[src/rtl/mem_loader_responder.sv]
// 256x8 RAM plus one I/O byte behind the CPU port, and a byte-serial boot loader that keeps the CPU in reset while it fills RAM.
// Reads are combinational. The loader stream is valid/ready and stalls indefinitely while ld_valid is low.
module mem_loader_responder #(
  parameter logic [7:0] IO_ADDR  = 8'hFF,
  parameter bit         AUTO_RUN = 1'b0
) (
  input  logic       clk,
  input  logic       reset,
  input  logic [7:0] Mem_ADDR,
  input  logic [7:0] Mem_IN,
  input  logic       write,
  output logic [7:0] Mem_OUT,
  input  logic       ld_start,
  input  logic       ld_valid,
  input  logic [7:0] ld_data,
  output logic       ld_ready,
  output logic       load_done,
  output logic       cpu_reset,
  input  logic [7:0] io_in,
  output logic [7:0] io_out
);

  typedef enum logic [1:0] {IDLE, LEN, LOAD, RUN} state_t;

  state_t     state, state_nxt;
  logic [7:0] ram [0:255];
  logic [7:0] ptr;
  logic [8:0] remaining;
  logic       xfer;
  logic       last_byte;
  logic       load_we;
  logic       cpu_ram_we;
  logic       cpu_io_we;

  assign xfer       = ld_valid && ld_ready;
  assign last_byte  = (state == LOAD) && xfer && !ld_start && (remaining == 9'd1);
  assign load_we    = (state == LOAD) && xfer && !ld_start;
  assign cpu_ram_we = (state == RUN) && write && (Mem_ADDR != IO_ADDR);
  assign cpu_io_we  = (state == RUN) && write && (Mem_ADDR == IO_ADDR);

  always_ff @(posedge clk) begin
    if (reset) begin
      state <= AUTO_RUN ? RUN : IDLE;
    end else begin
      state <= state_nxt;
    end
  end

  // ld_start wins over any same-cycle handshake in every state.
  always_comb begin
    state_nxt = state;
    case (state)
      IDLE:    if (ld_start) state_nxt = LEN;
      LEN: begin
        if (ld_start)  state_nxt = LEN;
        else if (xfer) state_nxt = LOAD;
      end
      LOAD: begin
        if (ld_start)       state_nxt = LEN;
        else if (last_byte) state_nxt = RUN;
      end
      RUN:     if (ld_start) state_nxt = LEN;
      default: state_nxt = state;
    endcase
  end

  always_comb begin
    cpu_reset = 1'b1;
    ld_ready  = 1'b0;
    case (state)
      IDLE:    begin cpu_reset = 1'b1; ld_ready = 1'b0; end
      LEN:     begin cpu_reset = 1'b1; ld_ready = 1'b1; end
      LOAD:    begin cpu_reset = 1'b1; ld_ready = 1'b1; end
      RUN:     begin cpu_reset = 1'b0; ld_ready = 1'b0; end
      default: begin cpu_reset = 1'b1; ld_ready = 1'b0; end
    endcase
  end

  always_ff @(posedge clk) begin
    if (reset) begin
      ptr       <= 8'h00;
      remaining <= 9'd0;
      load_done <= 1'b0;
      io_out    <= 8'h00;
    end else begin
      load_done <= last_byte;
      if (cpu_io_we) io_out <= Mem_IN;
      if (state == LEN && xfer && !ld_start) begin
        // A length byte of zero encodes a full 256-byte image.
        remaining <= (ld_data == 8'h00) ? 9'd256 : {1'b0, ld_data};
        ptr       <= 8'h00;
      end else if (load_we) begin
        ptr       <= ptr + 8'd1;
        remaining <= remaining - 9'd1;
      end
    end
  end

  // RAM has no reset so its contents survive a CPU or loader reset.
  always_ff @(posedge clk) begin
    if (!reset) begin
      if (load_we)         ram[ptr]      <= ld_data;
      else if (cpu_ram_we) ram[Mem_ADDR] <= Mem_IN;
    end
  end

  assign Mem_OUT = (Mem_ADDR == IO_ADDR) ? io_in : ram[Mem_ADDR];

endmodule

[config.mk]
export PLATFORM = sky130hd
export DESIGN_NAME = mem_loader_responder
export DESIGN_NICKNAME = d
export VERILOG_FILES = /design/src/rtl/mem_loader_responder.sv
export SDC_FILE = /design/constraint.sdc
export NUM_CORES = 2
export LEC_CHECK = 0
export CAP_MARGIN = 10
export CORE_MARGIN = 5
export CORE_UTILIZATION = 30
export DETAILED_ROUTE_END_ITERATION = 7
export PLACE_DENSITY = 0.53
export SLEW_MARGIN = 20
export SYNTH_ARGS = -nofsm -noshare
export SYNTH_HDL_FRONTEND = slang
export SYNTH_SLANG_ARGS = --single-unit
[constraint.sdc]
create_clock -name clk -period 10.15 [get_ports clk]
set_input_delay 1.5225 -clock clk [delete_from_list [all_inputs] [get_ports clk]]
set_output_delay 1.5225 -clock clk [all_outputs]
set_load 0.01 [all_outputs]
==> results.sh <==
export IMPL_status="completed"
export IMPL_synth_seq_cells=2076
export IMPL_drtAntennaViolNets=0
export IMPL_cts_tree="done"
export IMPL_area_growth_pct=13.5
export IMPL_setup_violations=0
export IMPL_fin_setup_tns_ps=0
export IMPL_nNetsFinal=4064
export IMPL_critPathRequiredTime_ps=8630
export IMPL_clkTransAtPathRegs_ps=60
export IMPL_dr_wl_met2_um=99200
export IMPL_numCtsBuffers=207
export IMPL_cts_setup_buffers=0
export IMPL_setup_slack_ps=2530
export IMPL_start_kind="primary input"
export IMPL_grt_remaining_overflow=0
export IMPL_cts_root_buf="clkbuf_16"
export IMPL_drt_iter0_drc=4297
export IMPL_tightest_slew_ps=1150
export IMPL_fin_crit_ps=7620
export IMPL_drc_errors=0
export IMPL_ys_warn_count=0
export IMPL_wl_um=212000
export IMPL_min_path_type="reg -> reg"
export IMPL_fmaxAchievable_mhz=131
export IMPL_core_area_um2=271000
export IMPL_die_area_um2=283000
export IMPL_arrival_ps=6100
export IMPL_crit_path_start="Mem_ADDR[0]"
export IMPL_grt_max_degree=213
export IMPL_met1_length_um=92300
export IMPL_die_w_um=532
export IMPL_track_usage=0.146
export IMPL_vias=39326
export IMPL_yosysTopAreaCell="edfxtp_1"
export IMPL_netlist_area_um2=81700
export IMPL_synth_nets=3973
export IMPL_r2r_slack_ps=5090
export IMPL_place_gp_congestion=0.774
export IMPL_fin_worst_skew_ps=50.7
export IMPL_ctsResizeCount=0
export IMPL_drv_cap=0
export IMPL_ios=56
export IMPL_antenna_found_initial=13
export IMPL_rsz0062_at_grt="false"
export IMPL_synth_top_area_frac=0.753
export IMPL_avgSynthCellArea_um2=20.8
export IMPL_ctsHoldBuffers=0
export IMPL_syn_inst=3930
export IMPL_clockBufferDepth=3
export IMPL_top_layer="met4"
export IMPL_cellPowerDensity_nw_per_um2=191
export IMPL_path_class="in -> out"
export IMPL_timing_rr_end="ram[255][5]"
export IMPL_avgRoutedWirePerCell_um=27.3
export IMPL_firstDrtPassIters=6
export IMPL_htree_levels=4
export IMPL_async_flop_share=0
export IMPL_maxSlewHeadroom=0.237
export IMPL_fill_cells=25393
export IMPL_synth_ff_type="edfxtp_1"
export IMPL_crit_path_end_kind="primary output"
export IMPL_ys_seq_area_frac=0.760
export IMPL_cp_endpoint="Mem_OUT[6]"
export IMPL_synth_edf_count=2048
export IMPL_maxSlewViolCount=0
export IMPL_grt_pass1_vias=39666
export IMPL_rr_startpoint="state[0]"
export IMPL_leakagePower_nw=28.4
export IMPL_met3WireLength_um=14100
export IMPL_grt_pass1_wl_um=301000
export IMPL_crit_fanout=88
export IMPL_synth_most_common_cell="edfxtp_1"
export IMPL_port_buffers=55
export IMPL_synth_area_top_cells="edfxtp_1 (75%), mux4_2 (13%), mux2i_1 (3.4%)"
export IMPL_drive_gt1_frac=0.209
export IMPL_synthTopCellsByCount="edfxtp_1 (2,048), mux4_2 (468), nor2_1 (319)"
export IMPL_die_h_um=532
export IMPL_synth_cell_types=67
export IMPL_viasPerCell=5.06
export IMPL_clk_latency_ps=840
export IMPL_start_util=0.302
export IMPL_rows=191
export IMPL_rr_worst_depth=10
export IMPL_hold_viol=0
export IMPL_cts_sinks=2076
export IMPL_fin_crit_sh=0.751
export IMPL_peakVddDrop_mv=0.188
export IMPL_pre_cts_ws_ps=2480
export IMPL_hpwl_um=123000
==> cell families (layout without fill, tap and decap cells) <==
logic type / after synthesis / count (layout) / synth area share
multiplexers: 762 / 762 / 0.165
AO/OA/AOI/OAI: 289 / 289 / 0.0252
flip-flops: 2076 / 2076 / 0.760
XOR/XNOR: 6 / 6 / 0.000643
AND/OR/NAND/NOR: 550 / 550 / 0.0319
adder cells (fa/ha/maj): 6 / 6 / 0.000919
buffers and inverters: 241 / 502 / 0.0166
other: 0 / 4 / 0
==> worst min path at each step <==
stage,slack [ps],endpoint,from,cells past startpoint
after floorplan,470,remaining[6],remaining[6],2
after global placement,480,io_out[0],io_out[0],2
after detailed placement,480,io_out[4],io_out[4],2
after CTS,490,io_out[4],io_out[4],2
after global routing,530,io_out[6],io_out[6],2
final,490,io_out[4],io_out[4],2
==> per-stage QoR <==
step                      power, mW  hold slack [ps]  instance area, µm²  instances   util
final                          17.7              491               92700       7765  0.342
after global routing           18.3              531               92700       7764  0.342
after CTS                      17.9              494               92700       7760  0.342
after detailed placement       10.5              479               86200       7381  0.318
after global placement         10.5              475               86200       7381  0.318
after floorplan                10.1              467               81700       3930      -
==> worst max-delay path: stages <==
cell,delay (ps)
buf_8,600
buf_12,570
mux4_2,620
mux2i_1,310
o22ai_1,140
nor3_1,480
a221o_1,480
o221ai_1,450
clkdlybuf4s50_1,610
==> flip-flops by register name, indices dropped and copies added, names as in the netlist <==
| name | count |
|---|---|
| remaining | 9 |
| state | 2 |
| ram | 2048 |
| ptr | 8 |
| io_out | 8 |
| load_done | 1 |
==> final cells by class <==
class	instances	area (µm²)	share of cell area
tap	3570	4470	0.0482
inverter	8	30.0	0.000324
sequential	2076	62100	0.669
clock buffer	260	5470	0.0590
multi-input combinational	1613	18500	0.199
antenna	4	10.0	0.000108
timing repair buffer	115	1150	0.0124
clock inverter	119	1060	0.0115
==> metal layers <==
metal / up-vias / global-route usage
li1: 16470 / -
met1: 21249 / 0.207
met2: 1320 / 0.227
met3: 287 / 0.0287
met4: 0 / 0.0458
met5: - / 0
==> report_power, final <==
group          internal (mW)  switching (mW)
Combinational          0.301           0.562
Clock                   4.17            3.26
Sequential              9.43         0.00170
==> cell usage in the layout (no fill, tap or decap), types with 34 or more instances in the layout <==
cell / instances
a22oi_1: 72
buf_4: 50
clkbuf_1: 47
clkbuf_16: 210
clkdlybuf4s50_1: 50
clkinv_1: 60
edfxtp_1: 2048
mux2i_1: 274
mux4_2: 468
nand2_1: 67
nor2_1: 317
o21ai_0: 49
o22ai_1: 34
(Power assumes the default switching activity.)
